--- src/rtl/alu_seq_ctrl.sv ---
// Sequencing controller for a 4-bit ALU datapath: accepts a command, drives the
// operand/select lines for SETTLE cycles, captures the mux output and hands it off.
module alu_seq_ctrl #(
   parameter int unsigned SETTLE = 1
) (
   input  logic       clk,
   input  logic       rst_n,
   input  logic       cmd_valid,
   output logic       cmd_ready,
   input  logic [1:0] cmd_op,
   input  logic [3:0] cmd_a,
   input  logic [3:0] cmd_b,
   input  logic       cmd_chain,
   output logic [1:0] selector,
   output logic [3:0] opnd_a,
   output logic [3:0] opnd_b,
   input  logic [3:0] fout,
   output logic       res_valid,
   input  logic       res_ready,
   output logic [3:0] res_data,
   output logic       res_zero,
   output logic [7:0] op_cnt
);

   localparam logic [1:0] IDLE = 2'd0;
   localparam logic [1:0] EXEC = 2'd1;
   localparam logic [1:0] DONE = 2'd2;
   localparam logic [3:0] LAST_CNT = 4'(SETTLE - 1);

   logic [1:0] state;
   logic [3:0] settle_cnt;
   logic [3:0] last_res;
   logic       accept;
   logic       handoff;
   logic       settle_done;

   assign accept      = (state == IDLE) && cmd_ready && cmd_valid;
   assign handoff     = (state == DONE) && res_ready;
   assign settle_done = (state == EXEC) && (settle_cnt == LAST_CNT);
   assign res_valid   = (state == DONE);
   assign res_data    = last_res;

   always_ff @(posedge clk or negedge rst_n) begin
      if (!rst_n) begin
         state <= IDLE;
      end else begin
         case (state)
            IDLE:    if (accept)      state <= EXEC;
            EXEC:    if (settle_done) state <= DONE;
            DONE:    if (res_ready)   state <= IDLE;
            default: state <= IDLE;
         endcase
      end
   end

   // Registered ready: low during reset, never high on the edge that hands a result off.
   always_ff @(posedge clk or negedge rst_n) begin
      if (!rst_n) begin
         cmd_ready <= 1'b0;
      end else begin
         cmd_ready <= ((state == IDLE) && !accept) || handoff;
      end
   end

   always_ff @(posedge clk or negedge rst_n) begin
      if (!rst_n) begin
         selector <= 2'b00;
         opnd_a   <= 4'b0000;
         opnd_b   <= 4'b0000;
      end else if (accept) begin
         selector <= cmd_op;
         opnd_a   <= cmd_chain ? last_res : cmd_a;
         opnd_b   <= cmd_b;
      end
   end

   always_ff @(posedge clk or negedge rst_n) begin
      if (!rst_n) begin
         settle_cnt <= 4'd0;
      end else if (accept) begin
         settle_cnt <= 4'd0;
      end else if ((state == EXEC) && !settle_done) begin
         settle_cnt <= settle_cnt + 4'd1;
      end
   end

   // The captured result doubles as the chain operand for the next command.
   always_ff @(posedge clk or negedge rst_n) begin
      if (!rst_n) begin
         last_res <= 4'b0000;
         res_zero <= 1'b0;
      end else if (settle_done) begin
         last_res <= fout;
         res_zero <= (fout == 4'b0000);
      end
   end

   always_ff @(posedge clk or negedge rst_n) begin
      if (!rst_n) begin
         op_cnt <= 8'd0;
      end else if (handoff) begin
         op_cnt <= op_cnt + 8'd1;
      end
   end

endmodule

--- config.mk ---
export PLATFORM = sky130hd
export DESIGN_NAME = alu_seq_ctrl
export DESIGN_NICKNAME = d
export VERILOG_FILES = /design/src/rtl/alu_seq_ctrl.sv
export SDC_FILE = /design/constraint.sdc
export NUM_CORES = 1
export LEC_CHECK = 0
export ABC_CLOCK_PERIOD_IN_PS = 2900
export CORE_AREA = 2 2 47 71
export DETAILED_ROUTE_END_ITERATION = 12
export DIE_AREA = 0 0 49 73
export PLACE_DENSITY = 0.86
export SLEW_MARGIN = 25
export SYNTH_ARGS = -nofsm -noshare
export SYNTH_HDL_FRONTEND = slang
export SYNTH_SLANG_ARGS = --single-unit
--- constraint.sdc ---
create_clock -name clk -period 2.9 [get_ports clk]
set_input_delay 0.435 -clock clk [delete_from_list [all_inputs] [get_ports clk]]
set_output_delay 0.435 -clock clk [all_outputs]
set_load 0.01 [all_outputs]
==> impl_metrics.ini, run 1 <==
[outcome]
status = finished clean

[timing]
clock.fmax_mhz = 473.2
post-route-period-util_pct = 72.87
maxSlewHeadroom_pct = 67.14
slew_viol_final = 0
setup_tns_ns = 0
fin_skew_ns = 0.006718
hold_viol = 0
rsz0062_at_grt = no
layout_min_cycle_time_ns = 2.113
tightest_slew_ns = 0.4922
finalSetupViolations = 0

[cells_and_area]
final_nets = 181
drive_above_1_share_pct = 19.38
nFillCells = 225
final_cells = 200
final_cell_mix = 43 x clkdlybuf4s50_1, 30 x dfrtp_1, 11 x mux2_2
n_antenna_cell = 0
finalCoreUtilization_pct = 64.62
layout_commonest_cell = clkdlybuf4s50_1
area_growth_pct = 40.29

[critical_path]
r2r_start = settle_cnt[1]
cp-startpoint = state[0]
arrival_ns = 1.68
endpoint_kind = primary output
path_class = reg -> out
cp-start-kind = register
cp_max_fo = 9
cp_data_required_time_ns = 2.47

[logic_synthesis]
synthCells = 111
synthSimpleGateAreaFrac_pct = 15.58
synth_top_family_by_area = simple AND/OR/NAND/NOR gates
muxShareOfSynthArea_pct = 12.53
yosysWarningCount = 0
synth.yosys.seq_area_share_pct = 53.72
ys_seq_elements = 30
synth-xor-area-share_pct = 4.387
syn-num-nets = 133
ys_types = 33
synth-adder-area-share_pct = 2.686
syn_area_sq_mm = 0.001398
avgSynthCellArea_sq_um = 12.59
synth-compound-area-share_pct = 6.983

[route]
remaining_drc_errors = 0
wirelength_um = 3042
firstDrtPassIters = 4
ant_nets = 0
wire_per_inst_um = 15.21
drtIter0Drc = 11
via_per_inst = 5.140
route.vias.total = 1028

[clock_network]
hold_buffers = 0
worstSkewPairLatency_ns = 0.29
clockRootBuffer = clkbuf_8
htree_levels = 2
clock_path_buffers = 2
cts_resized = 0
cts_tree = done
cts.sinks = 30
numCtsBuffers = 5
cts.reportedPaths.clkPinSlew_ns = 0.07
cts_setup_buffers = 0

[place]
port_buffers = 43
hpwl_um = 2319
gp_congestion = 0.7099
placed_cells = 192

[global_routing]
grt_remaining_overflow = 0
grt_util_all_layers_pct = 19.36
grt_pass1_wl_um = 5112
grt_max_degree = 31
antenna_found_initial = 0
grt_pass1_vias = 1109

[power]
vdd_drop_max_mv = 0.6408
switchingPower_w = 0.0006547
pwr-share-clk_pct = 18.4
power.internal_w = 0.001258
p_comb_share_pct = 42.8
netSwitchingFraction_pct = 34.23
pwr-share-seq_pct = 38.9
p_leak_nw = 0.8657
power_density_mw_per_mm2 = 975.7

[min_path]
min_path_type = reg -> reg
worstHoldStart = op_cnt[7]

[floorplan]
num_rows = 25
dieArea_sq_mm = 0.003577
die_y_um = 73
initial_core_util_pct = 46.06
io_pins = 44
coreArea_sq_mm = 0.003034
die_w_um = 49

[job]
maxCapViolations = 0
-- state kept, by name, summed over array words and instances, names as in the netlist --
signal and flops:
op_cnt 8, opnd_a 4, opnd_b 4, res_data 4
settle_cnt 4, selector 2, state 2, cmd_ready 1
res_zero 1
-- cell usage after synthesis (all sizes together) --
| master | count | area share (%) |
|---|---|---|
| o211ai | 1 | 0.54 |
| nand2 | 6 | 1.6 |
| inv | 4 | 1.1 |
| xnor2 | 2 | 1.3 |
| and2b | 1 | 0.63 |
| nor2 | 7 | 2.1 |
| mux2i | 4 | 2.9 |
| nand2b | 1 | 0.98 |
| or3 | 2 | 0.90 |
| mux2 | 12 | 9.7 |
| nor4 | 2 | 2.0 |
| o21ai | 5 | 1.8 |
| a21oi | 10 | 4.1 |
| dfrtp | 30 | 54 |
| o21bai | 1 | 0.54 |
| nand4b | 1 | 1.7 |
| nor4bb | 1 | 0.72 |
| buf | 4 | 3.0 |
| xor2 | 5 | 3.1 |
| or4 | 1 | 0.54 |
| nor3 | 2 | 0.72 |
| nor3b | 1 | 1.3 |
| nand3b | 2 | 1.3 |
| ha | 3 | 2.7 |
| nand3 | 3 | 1.1 |
-- logic make-up (layout without fill, tap and decap cells) --
| group | count (synthesis) | in the layout |
|---|---|---|
| flip-flops | 30 | 30 |
| AO/OA/AOI/OAI | 17 | 17 |
| buffers and inverters | 8 | 57 |
| XOR/XNOR | 7 | 7 |
| multiplexers | 16 | 16 |
| adder cells (fa/ha/maj) | 3 | 3 |
| AND/OR/NAND/NOR | 30 | 30 |
-- stage by stage --
stage / area (sq um) / worst slack, ns / hold WS, ns / power [W]
final: 1961 / 0.7868 / 0.4668 / 0.001913
after global routing: 1961 / 0.7294 / 0.4820 / 0.002030
after CTS: 1961 / 0.7689 / 0.4688 / 0.001931
after detailed placement: 1866 / 0.9857 / 0.4556 / 0.001574
after global placement: 1866 / 1.041 / 0.4557 / 0.001528
after floorplan: 1398 / 1.488 / 0.1394 / 0.001162
-- layer usage --
metal  vias to the layer above  wire length [um]  track usage [%]  part of all wire (%)
li1                        480                 -                -                     -
met1                       513              1079            19.70                    35
met2                        29              1746            35.16                    57
met3                         6               148            5.533                   4.9
met4                         0                67            11.11                   2.2
met5                         -                 0                0                     0
-- layout make-up --
type / instances / area (sq um) / area share [%]
timing repair buffer: 45 / 445.4 / 22.72
clock inverter: 2 / 12.51 / 0.6382
sequential: 30 / 750.7 / 38.29
inverter: 4 / 15.01 / 0.7658
tap: 40 / 50.05 / 2.553
clock buffer: 6 / 82.58 / 4.212
multi-input combinational: 73 / 604.3 / 30.82
-- power groups by stage --
stage          Combinational, W  Clock (W)  Sequential, W
6_report               0.000818   0.000352       0.000744
5_1_grt                0.000885   0.000376       0.000768
4_1_cts                0.000831   0.000356       0.000744
3_5_place_dp           0.000826          0       0.000748
3_3_place_gp           0.000793          0       0.000735
2_1_floorplan          0.000399          0       0.000763
-- critical path, stage by stage, from the launching register on --
cell             delay [ns]
dfrtp_1                0.52
and2b_2                0.32
clkdlybuf4s50_1        0.54
-- path summary, 6_finish.rpt --
check / to / slack [ns] / cells past startpoint
setup / recovery: res_valid / 0.79 / 2
hold / removal: op_cnt[7] / 0.47 / 1
setup reg to reg: res_data[2] / 1.24 / 5
hold reg to reg: op_cnt[7] / 0.47 / 1
max in group asynchronous: opnd_a[3] / 2.08 / 2
min in group asynchronous: opnd_b[2] / 0.53 / 2
Power figures use the tool's default switching activity.
==> run 2, diff against run 1 <==
ABC_CLOCK_PERIOD_IN_PS = 1900   (was 2900)
CORE_AREA = 2 2 51 77   (was 2 2 47 71)
DIE_AREA = 0 0 53 79   (was 0 0 49 73)
PLACE_DENSITY = 0.78   (was 0.86)
clock period = 1.9 ns   (was 2.9 ns; I/O delays follow)
==> impl_metrics.ini, run 2 (synthesis gave the netlist of run 1 again) <==
[place]
dpl_cell_area_sq_mm = 0.001877
port_buffers = 43
pre_cts_ws_ns = 0.07004
placed_cells = 196
hpwl_um = 2131
gp_congestion = 0.7563

[timing]
tightest_slew_ns = 0.5297
maxSlewHeadroom_pct = 64.64
layout_min_cycle_time_ns = 1.815
clock.fmax_mhz = 551.0
slew_viol_final = 0
rsz0062_at_grt = no
hold_viol = 0
setup_tns_ns = 0
finalSetupViolations = 0
setup_slack_ns = 0.08514
post-route-period-util_pct = 95.52
fin_skew_ns = 0.009820

[clock_network]
clock_path_buffers = 2
hold_buffers = 0
numCtsBuffers = 5
cts_tree = done
htree_levels = 2
cts.reportedPaths.clkPinSlew_ns = 0.07
cts.sinks = 30
worstSkewPairLatency_ns = 0.28
clockRootBuffer = clkbuf_8

[cells_and_area]
area_growth_pct = 41.18
final_area_sq_mm = 0.001973
layout_commonest_cell = clkdlybuf4s50_1
final_cells = 204
n_antenna_cell = 0
nFillCells = 299
final_nets = 182
regMostFlops = op_cnt
final_cell_mix = 43 x clkdlybuf4s50_1, 29 x dfrtp_1, 11 x mux2_2
largest_reg_flops = 8
drive_above_1_share_pct = 20.50

[power]
power.internal_w = 0.001934
p_comb_share_pct = 44.0
power_density_mw_per_mm2 = 1475
netSwitchingFraction_pct = 33.52
switchingPower_w = 0.0009754
pwr-share-clk_pct = 18.1
p_leak_nw = 0.8695
vdd_drop_max_mv = 0.9005
pwr-share-seq_pct = 37.9

[global_routing]
grt_pass1_vias = 1127
grt_remaining_overflow = 0
grt_util_all_layers_pct = 16.04
grt_max_degree = 31
grt_pass1_wl_um = 5057
antenna_found_initial = 0

[route]
drtIter0Drc = 11
via_per_inst = 4.946
wire_per_inst_um = 14.05
ant_nets = 0
route.vias.total = 1009
remaining_drc_errors = 0
wirelength_um = 2867
firstDrtPassIters = 3

[floorplan]
die_w_um = 53
io_pins = 44
num_rows = 27
die_y_um = 79
coreArea_sq_mm = 0.003547
dieArea_sq_mm = 0.004187
initial_core_util_pct = 39.40

[critical_path]
arrival_ns = 1.53
cp-start-kind = register
ff2ff_path_depth = 5
cp_max_fo = 9
cp_data_required_time_ns = 1.62
endpoint_kind = primary output
path_class = reg -> out

[job]
maxCapViolations = 0

[min_path]
min_path_type = in -> async

[outcome]
status = finished clean
[run 2: changes by cell type in the layout (fill, tap and decap cells not counted)]
cell / previous run / this run
buf_4: 2 / 3
dfrtp_1: 30 / 29
dfrtp_2: 0 / 1
[run 2: what timing repair did]
item	CTS	global route
resized for setup	1	0
setup buffers	0	0
setup endpoints to repair	1	0
[run 2: per-layer routing]
metal / GRT usage [%] / share of wire, % / wire length [um]
met3: 5.075 / 4.5 / 129
met4: 4.872 / 1.6 / 45
met2: 26.50 / 53 / 1522
met1: 19.58 / 41 / 1169
met5: 0 / 0 / 0
[run 2: power groups by stage]
stage                     combinational [W]  sequential [W]  clock (W)
after floorplan                    0.000609         0.00116          0
after global placement              0.00125         0.00109          0
after detailed placement            0.00129         0.00111          0
after CTS                           0.00130         0.00110   0.000545
after global routing                0.00139         0.00114   0.000573
final                               0.00128         0.00110   0.000527
[run 2: stage by stage]
stage                     utilization (%)  hold slack, ns  power, W
after floorplan                         -        -0.01059  0.001773
after global placement              52.91          0.4599  0.002343
after detailed placement            52.91          0.4682  0.002399
after CTS                           55.63          0.4014  0.002948
after global routing                55.63          0.4262  0.003109
final                               55.63          0.3840  0.002910
[run 2: area by class of cell]
type                            count  area (sq um)  share of cell area, %
Clock buffer                        6         82.58                  4.185
Clock inverter                      2         12.51                 0.6341
Inverter                            4         15.01                 0.7609
Multi-Input combinational cell     73         604.3                  30.63
Sequential cell                    30         752.0                  38.11
Tap cell                           43         53.80                  2.727
Timing Repair Buffer               46         452.9                  22.95
[run 2: worst max-delay path, cell delays in order (launching register included)]
cell and delay, ns:
dfrtp_2 0.49, and2b_2 0.22, clkdlybuf4s50_1 0.55
[run 2: worst paths after layout]
kind,slack (ns),startpoint,end
worst min register to register,0.47,op_cnt[7],op_cnt[7]
worst max-delay path,0.09,state[1],res_valid
worst max register to register,0.26,settle_cnt[1],res_data[3]
worst min-delay path,0.38,rst_n,opnd_a[3]
max in group asynchronous,1.20,rst_n,state[1]
min in group clk,0.47,op_cnt[7],op_cnt[7]
